`src/rtl/cnnip_mem_arbiter_if.sv`:
```
// rtl/cnnip_mem_arbiter_if.sv - request/grant/SRAM bundle for the two-requester SRAM arbiter
//
// Purpose: groups both requester ports and the single-port SRAM port.
// Ports (signals):
//   reqN_en/we/addr/din   requester -> arbiter access request and write data
//   reqN_gnt              arbiter -> requester, access accepted this cycle
//   reqN_dout/rvalid      arbiter -> requester, read data and its qualifier
//   mem_en/we/addr/din    arbiter -> SRAM command
//   mem_dout              SRAM -> arbiter read data
// Modports: slave = arbiter side, master = requesters plus SRAM model side.

interface cnnip_mem_arbiter_if #(
  parameter int ADDR_W = 12,
  parameter int DATA_W = 32,
  parameter int WE_W   = 4
);
  logic              req0_en;
  logic [WE_W-1:0]   req0_we;
  logic [ADDR_W-1:0] req0_addr;
  logic [DATA_W-1:0] req0_din;
  logic              req0_gnt;
  logic [DATA_W-1:0] req0_dout;
  logic              req0_rvalid;

  logic              req1_en;
  logic [WE_W-1:0]   req1_we;
  logic [ADDR_W-1:0] req1_addr;
  logic [DATA_W-1:0] req1_din;
  logic              req1_gnt;
  logic [DATA_W-1:0] req1_dout;
  logic              req1_rvalid;

  logic              mem_en;
  logic [WE_W-1:0]   mem_we;
  logic [ADDR_W-1:0] mem_addr;
  logic [DATA_W-1:0] mem_din;
  logic [DATA_W-1:0] mem_dout;

  modport slave (
    input  req0_en, req0_we, req0_addr, req0_din,
    output req0_gnt, req0_dout, req0_rvalid,
    input  req1_en, req1_we, req1_addr, req1_din,
    output req1_gnt, req1_dout, req1_rvalid,
    output mem_en, mem_we, mem_addr, mem_din,
    input  mem_dout
  );

  modport master (
    output req0_en, req0_we, req0_addr, req0_din,
    input  req0_gnt, req0_dout, req0_rvalid,
    output req1_en, req1_we, req1_addr, req1_din,
    input  req1_gnt, req1_dout, req1_rvalid,
    input  mem_en, mem_we, mem_addr, mem_din,
    output mem_dout
  );
endinterface

```
`src/rtl/cnnip_mem_arbiter.sv`:
```
// rtl/cnnip_mem_arbiter.sv - round-robin arbiter sharing one single-port SRAM between two requesters
//
// Purpose: grants one SRAM access per cycle to requester 0 (CNN controller)
// or requester 1 (host/DMA), drives the SRAM port from the granted requester
// and tags read data back to its issuer after RD_LAT cycles.
// Ports:
//   clk_a     clock
//   arstz_aq  asynchronous active-low reset
//   bus       cnnip_mem_arbiter_if.slave (requester 0/1 ports, SRAM port)

module cnnip_mem_arbiter #(
  parameter int ADDR_W = 12,
  parameter int DATA_W = 32,
  parameter int WE_W   = 4,
  parameter int RD_LAT = 1
) (
  input  logic                   clk_a,
  input  logic                   arstz_aq,
  cnnip_mem_arbiter_if.slave     bus
);

  // Id of the last granted requester; on a tie the other one wins.
  logic              last_aq_q, last_aq_d;
  // Read-return pipeline: stage RD_LAT-1 lines up with mem_dout.
  logic [RD_LAT-1:0] rd_vld_q, rd_vld_d;
  logic [RD_LAT-1:0] rd_id_q, rd_id_d;

  logic              act0, act1;
  logic              gnt0, gnt1;
  logic              xfer;
  logic              gnt_id;
  logic [WE_W-1:0]   sel_we;
  logic [ADDR_W-1:0] sel_addr;
  logic [DATA_W-1:0] sel_din;

  always_comb begin
    act0     = 1'b0;
    act1     = 1'b0;
    gnt0     = 1'b0;
    gnt1     = 1'b0;
    xfer     = 1'b0;
    gnt_id   = 1'b0;
    sel_we   = '0;
    sel_addr = '0;
    sel_din  = '0;
    last_aq_d = last_aq_q;
    rd_vld_d  = '0;
    rd_id_d   = '0;

    // Requests are masked while reset is held so the SRAM port stays idle
    // even if a requester keeps its enable high through reset.
    act0 = bus.req0_en & arstz_aq;
    act1 = bus.req1_en & arstz_aq;
    gnt0 = act0 & (~act1 | last_aq_q);
    gnt1 = act1 & (~act0 | ~last_aq_q);
    xfer   = gnt0 | gnt1;
    gnt_id = gnt1;

    if (gnt0) begin
      sel_we   = bus.req0_we;
      sel_addr = bus.req0_addr;
      sel_din  = bus.req0_din;
    end else if (gnt1) begin
      sel_we   = bus.req1_we;
      sel_addr = bus.req1_addr;
      sel_din  = bus.req1_din;
    end

    if (xfer) begin
      last_aq_d = gnt_id;
    end

    rd_vld_d[0] = xfer & (sel_we == '0);
    rd_id_d[0]  = gnt_id;
    for (int i = 1; i < RD_LAT; i++) begin
      rd_vld_d[i] = rd_vld_q[i-1];
      rd_id_d[i]  = rd_id_q[i-1];
    end
  end

  always_ff @(posedge clk_a or negedge arstz_aq) begin
    if (!arstz_aq) begin
      last_aq_q <= 1'b1;
      rd_vld_q  <= '0;
      rd_id_q   <= '0;
    end else begin
      last_aq_q <= last_aq_d;
      rd_vld_q  <= rd_vld_d;
      rd_id_q   <= rd_id_d;
    end
  end

  assign bus.req0_gnt = gnt0;
  assign bus.req1_gnt = gnt1;

  assign bus.mem_en   = xfer;
  assign bus.mem_we   = sel_we;
  assign bus.mem_addr = sel_addr;
  assign bus.mem_din  = sel_din;

  // Read data fans out unregistered; only rvalid says whose it is.
  assign bus.req0_dout   = bus.mem_dout;
  assign bus.req1_dout   = bus.mem_dout;
  assign bus.req0_rvalid = rd_vld_q[RD_LAT-1] & ~rd_id_q[RD_LAT-1];
  assign bus.req1_rvalid = rd_vld_q[RD_LAT-1] &  rd_id_q[RD_LAT-1];

endmodule

```
`src/flat_wrapper.sv`:
```
// flat-port wrapper written by rule: the top's interface ports become plain ports
module cnnip_mem_arbiter_flat 
#(
  parameter int ADDR_W = 12,
  parameter int DATA_W = 32,
  parameter int WE_W   = 4,
  parameter int RD_LAT = 1
)
  (clk_a, arstz_aq, bus_req0_en, bus_req0_we, bus_req0_addr, bus_req0_din, bus_req0_gnt, bus_req0_dout, bus_req0_rvalid, bus_req1_en, bus_req1_we, bus_req1_addr, bus_req1_din, bus_req1_gnt, bus_req1_dout, bus_req1_rvalid, bus_mem_en, bus_mem_we, bus_mem_addr, bus_mem_din, bus_mem_dout);
  cnnip_mem_arbiter_if #(.ADDR_W(ADDR_W), .DATA_W(DATA_W), .WE_W(WE_W)) bus_i ();
  input  logic clk_a;
  input  logic arstz_aq;
  input wire logic [$bits(bus_i.req0_en)-1:0] bus_req0_en;
  input wire logic [$bits(bus_i.req0_we)-1:0] bus_req0_we;
  input wire logic [$bits(bus_i.req0_addr)-1:0] bus_req0_addr;
  input wire logic [$bits(bus_i.req0_din)-1:0] bus_req0_din;
  output wire logic [$bits(bus_i.req0_gnt)-1:0] bus_req0_gnt;
  output wire logic [$bits(bus_i.req0_dout)-1:0] bus_req0_dout;
  output wire logic [$bits(bus_i.req0_rvalid)-1:0] bus_req0_rvalid;
  input wire logic [$bits(bus_i.req1_en)-1:0] bus_req1_en;
  input wire logic [$bits(bus_i.req1_we)-1:0] bus_req1_we;
  input wire logic [$bits(bus_i.req1_addr)-1:0] bus_req1_addr;
  input wire logic [$bits(bus_i.req1_din)-1:0] bus_req1_din;
  output wire logic [$bits(bus_i.req1_gnt)-1:0] bus_req1_gnt;
  output wire logic [$bits(bus_i.req1_dout)-1:0] bus_req1_dout;
  output wire logic [$bits(bus_i.req1_rvalid)-1:0] bus_req1_rvalid;
  output wire logic [$bits(bus_i.mem_en)-1:0] bus_mem_en;
  output wire logic [$bits(bus_i.mem_we)-1:0] bus_mem_we;
  output wire logic [$bits(bus_i.mem_addr)-1:0] bus_mem_addr;
  output wire logic [$bits(bus_i.mem_din)-1:0] bus_mem_din;
  input wire logic [$bits(bus_i.mem_dout)-1:0] bus_mem_dout;
  assign bus_i.req0_en = bus_req0_en;
  assign bus_i.req0_we = bus_req0_we;
  assign bus_i.req0_addr = bus_req0_addr;
  assign bus_i.req0_din = bus_req0_din;
  assign bus_req0_gnt = bus_i.req0_gnt;
  assign bus_req0_dout = bus_i.req0_dout;
  assign bus_req0_rvalid = bus_i.req0_rvalid;
  assign bus_i.req1_en = bus_req1_en;
  assign bus_i.req1_we = bus_req1_we;
  assign bus_i.req1_addr = bus_req1_addr;
  assign bus_i.req1_din = bus_req1_din;
  assign bus_req1_gnt = bus_i.req1_gnt;
  assign bus_req1_dout = bus_i.req1_dout;
  assign bus_req1_rvalid = bus_i.req1_rvalid;
  assign bus_mem_en = bus_i.mem_en;
  assign bus_mem_we = bus_i.mem_we;
  assign bus_mem_addr = bus_i.mem_addr;
  assign bus_mem_din = bus_i.mem_din;
  assign bus_i.mem_dout = bus_mem_dout;
  cnnip_mem_arbiter #(.ADDR_W(ADDR_W), .DATA_W(DATA_W), .WE_W(WE_W), .RD_LAT(RD_LAT)) u_core (.clk_a(clk_a), .arstz_aq(arstz_aq), .bus(bus_i));
endmodule
```
`config.mk`:
```
export PLATFORM = sky130hd
export DESIGN_NAME = cnnip_mem_arbiter_flat
export DESIGN_NICKNAME = d
export VERILOG_FILES = /design/src/rtl/cnnip_mem_arbiter_if.sv /design/src/rtl/cnnip_mem_arbiter.sv /design/src/flat_wrapper.sv
export SDC_FILE = /design/constraint.sdc
export NUM_CORES = 1
export LEC_CHECK = 0
export CAP_MARGIN = 25
export CORE_AREA = 2 2 96 98
export DETAILED_ROUTE_END_ITERATION = 10
export DIE_AREA = 0 0 98 100
export GPL_ROUTABILITY_DRIVEN = 1
export GPL_TIMING_DRIVEN = 0
export PLACE_DENSITY = 0.63
export SLEW_MARGIN = 5
export SYNTH_ARGS = -nofsm -noshare
export SYNTH_HDL_FRONTEND = slang
export SYNTH_SLANG_ARGS = --single-unit
```
`constraint.sdc`:
```
create_clock -name clk_a -period 3.4 [get_ports clk_a]
set_clock_uncertainty 0.05 [all_clocks]
set_input_delay 0.68 -clock clk_a [delete_from_list [all_inputs] [get_ports clk_a]]
set_output_delay 0.68 -clock clk_a [all_outputs]
set_load 0.05 [all_outputs]
```
### Word level (Yosys, flattened, before mapping)

Cells that the tools add are included.

* bitwise logic cells: 14
* multiplexer cells: 6
* reductions and logical operators: 1

Operators with widths (number)
* $mux 32: 2
* $mux 12: 2
* $mux 4: 2
* $and 1x1->1: 7
* $logic_not 4->1: 1
* $not 1->1: 4
* $or 1x1->1: 3

* output and inout bits: 117
* logic and storage cells: 24
* flip-flop bits (word level): 3
* bits of input ports: 132

### Depth between registers and ports, before layout

* word-level depth: 8
* depth in mapped cells: 5
* mapped depth without buffers: 3

### Least setup slack after synthesis

No wires, ideal clock.

* path type: input port to output port
* from: input arstz_aq
* to: output bus_mem_we[3]
* slack: 0.518 ns
* stages on the path: 3
* arrival time: 2.152 ns
* cells stage by stage: buf_2 nand2_1 o32ai_1

* word-level cells in the longest chain between the ends: 6
* elaborated cells between the ends (all ways): 10
* those cells by class: 2 x mux; 8 x bitwise

Ends and longest elaborated chain
* start, declared: line flat_wrapper.sv:12 `input logic arstz_aq;`
* $and 1x1->1: line cnnip_mem_arbiter.sv:52 `act0 = bus.req0_en & arstz_aq;`
* $not 1->1: line cnnip_mem_arbiter.sv:55 `gnt1 = act1 & (~act0 | ~last_aq_q);`
* $or 1x1->1: line cnnip_mem_arbiter.sv:55
* $and 1x1->1: line cnnip_mem_arbiter.sv:55
* $mux 4: line cnnip_mem_arbiter.sv:63 `end else if (gnt1) begin`
* $mux 4 *: line cnnip_mem_arbiter.sv:59 `if (gnt0) begin`
* end, declared: line flat_wrapper.sv:28 `output wire logic [$bits(bus_i.mem_we)-1:0] bus_mem_we;`

Mark *: on every way between the ends. The rest lies on a longest branch, timed or not.

### Worst setup path in the final report

* from: input bus_req1_en
* to: output bus_mem_we[1]

* word-level cells in the longest chain between the ends: 5
* elaborated cells between the ends (all ways): 7
* those cells by class: 2 x mux; 5 x bitwise

Ends and longest elaborated chain
* start, declared: line flat_wrapper.sv:20 `input wire logic [$bits(bus_i.req1_en)-1:0] bus_req1_en;`
* $and 1x1->1 *: line cnnip_mem_arbiter.sv:53 `act1 = bus.req1_en & arstz_aq;`
* $not 1->1: line cnnip_mem_arbiter.sv:54 `gnt0 = act0 & (~act1 | last_aq_q);`
* $or 1x1->1: line cnnip_mem_arbiter.sv:54
* $and 1x1->1: line cnnip_mem_arbiter.sv:54
* $mux 4 *: line cnnip_mem_arbiter.sv:59

Marked as above.

==> flow_summary.ini <==
[run_status]
status = finished, final reports clean

[drt]
wl_mm = 5.99
firstDrtPassIters = 4
remaining_drc_errors = 0
drtIter0Drc = 37
vias_per_cell = 3.95
wl_per_cell_um = 12.5
drtAntennaViolNets = 0
num_vias = 1890

[die]
std_cell_rows = 35
fp.dieH_um = 100
start_util_pct = 14.1
die_width_um = 98
coreArea_mm2 = 0.00889
io-pin-count = 249
fp.dieArea_mm2 = 0.00980

[sta]
timing_hold_violations_final = 0
drv_slew = 0
max_freq_mhz = 306
setup_viol = 0
slew-limit-headroom_pct = 64.8
min_period_over_period_pct = 96.3
final.setup.tns_ns = 0
rsz0062_at_grt = false
fin_crit_ns = 3.27
worst_slew_pin_slew_ns = 0.526

[placement]
place.gp.congestion = 0.803
port_buffers = 216
dp.final_hpwl_mm = 5.25

[synthesis]
synth_top_area_share_pct = 38.4
synth_warnings = 0
ys_top_cells_by_area = buf_4 38%, a22o_1 31%, buf_6 8.1%
ys_types = 21
synthCells = 148
ys_seq_area_share_pct = 6.09
synth_fp_nets = 280
synth_area_leader_cell = buf_4
ys_ff_latch = 3
avgSynthCellArea_um2 = 8.46
syn_area_mm2 = 0.00125

[cells_and_area]
final_net_count = 501
drive_gt1_share_pct = 32.9
syn2layout_area_growth_pct = 172
final_util_pct = 38.3
fillers = 906
mostFrequentLayoutCells = 167 x clkdlybuf4s50_1, 64 x buf_4, 44 x a22o_1, 37 x clkbuf_2
final_common_cell = clkdlybuf4s50_1
antenna_cells = 0

[min_path]
hold_class = reg2reg
min_path_cells = 2

[setup_path]
r2r_cells = 3
path_depth = 5
cp_data_required_time_ns = 2.67
end_kind = primary output
critPathLaunchType = input pin
path_cells = clkdlybuf4s50_1 > a21boi_2 > a32oi_1 > nor2b_1 > clkdlybuf4s50_1
timing.critical_path.buf_inv = 2
path_delay_family = buffers and inverters
worst_path_largest_cell_delay_ns = 0.82
worstPathMaxFanout = 5
ff2ff_setup_slack_ns = 1.97
cp.arrival_ns = 2.54
worstSetupPathType = in2out
crit_slowest_cell = clkdlybuf4s50_1
cpMostUsedCell = clkdlybuf4s50_1

[clocking]
clock_latency_ns = 0.22
clk_pin_slew_ns = 0.03
htreeDepth = 1
cts_sinks = 3
clockBufferDepth = 2
cts.hold.buffers_added = 0
cts_root_buf = clkbuf_8
cts_tree = yes
cts_buffers = 3

[power]
power_mw = 0.853
p_leak_nw = 1.59
irDropWorstVdd_mv = 0.186
p_per_area_mw_per_mm2 = 250

[grt]
antenna_found_initial = 0
grt_max_degree = 12
grt_pass1_vias = 1943
grt.overflow.total = 0
track_usage_pct = 10.7
grt_pass1_wl_mm = 8.84

[job]
drv_cap = 0
[report_power, final]
part           switching (mW)  internal, mW
sequential            0.00300        0.0403
combinational           0.408         0.299
clock                  0.0234        0.0799
total                   0.434         0.419
[cells in the mapped netlist, drive strengths merged]
| cell type | instances |
|---|---|
| a32oi | 3 |
| nor2b | 6 |
| a21bo | 1 |
| inv | 2 |
| and3 | 1 |
| nor4b | 1 |
| o21bai | 1 |
| and2 | 2 |
| o32ai | 2 |
| dfrtp | 2 |
| nand2 | 4 |
| a21boi | 1 |
| dfstp | 1 |
| buf | 75 |
| nand2b | 1 |
| a22o | 44 |
| o21a | 1 |
[cells by family (layout without fill, tap and decap cells)]
family / Yosys count / after routing / share of synthesized area, %
buffers and inverters: 77 / 297 / 49.1
AO/OA/AOI/OAI: 53 / 53 / 37.2
AND/OR/NAND/NOR: 15 / 15 / 7.69
flip-flops: 3 / 3 / 6.09
[what timing repair did]
action | in CTS | in global routing
setup endpoints to repair | 47 | 39
pin swaps | 0 | 0
setup buffers | 0 | 0
gates resized for setup | 51 | 74
[state kept, by name, summed over array words and instances (netlist names)]
register,count
u_core.last_aq_q,1
u_core.rd_id_q,1
u_core.rd_vld_q,1
[area by class of cell]
type                            count  area [um2]  area share (%)
Timing Repair Buffer              216        1970            57.9
Tap cell                          111         139            4.07
Clock buffer                        4        45.0            1.32
Buffer                             75         607            17.8
Sequential cell                     3        76.3            2.24
Multi-Input combinational cell     68         562            16.5
Inverter                            2        7.51           0.220
[tightest hold or removal path, delay by kind of cell, from the launching register on]
| kind | cells | cell delay, ns |
|---|---|---|
| flops | 1 | 0.38 |
| buf+inv | 1 | 0.05 |
| compound gates | 1 | 0.06 |
[stage by stage]
stage | worst slack (ns) | hold WS (ns) | instance area, um2 | cells
after CTS | 0.000990 | 0.453 | 3540 | 479
after global placement | -0.285 | 0.447 | 3550 | 475
after floorplan | 0.518 | 0.334 | 1250 | 148
after detailed placement | -0.303 | 0.450 | 3550 | 475
after global routing | 0.0214 | 0.484 | 3410 | 479
final | 0.127 | 0.451 | 3410 | 479
[metal layers]
metal | vias up | share of wire [%] | global-route usage, % | wire (um)
li1 | 920 | - | - | -
met1 | 827 | 36 | 12.0 | 2190
met2 | 133 | 50 | 19.5 | 3020
met3 | 10 | 12 | 3.62 | 715
met4 | 0 | 1.2 | 2.78 | 74
met5 | - | 0 | 0 | 0
[worst paths after layout]
check,startpoint,endpoint
setup / recovery,bus_req1_en,bus_mem_we[1]
hold / removal,u_core.last_aq_q$_DFFE_PN1P_,u_core.last_aq_q$_DFFE_PN1P_
setup reg to reg,u_core.last_aq_q$_DFFE_PN1P_,u_core.rd_vld_q$_DFF_PN0_
hold reg to reg,u_core.last_aq_q$_DFFE_PN1P_,u_core.last_aq_q$_DFFE_PN1P_
max in group asynchronous,arstz_aq,u_core.last_aq_q$_DFFE_PN1P_
min in group asynchronous,arstz_aq,u_core.rd_id_q$_DFF_PN0_
Power figures use the tool's default switching activity.
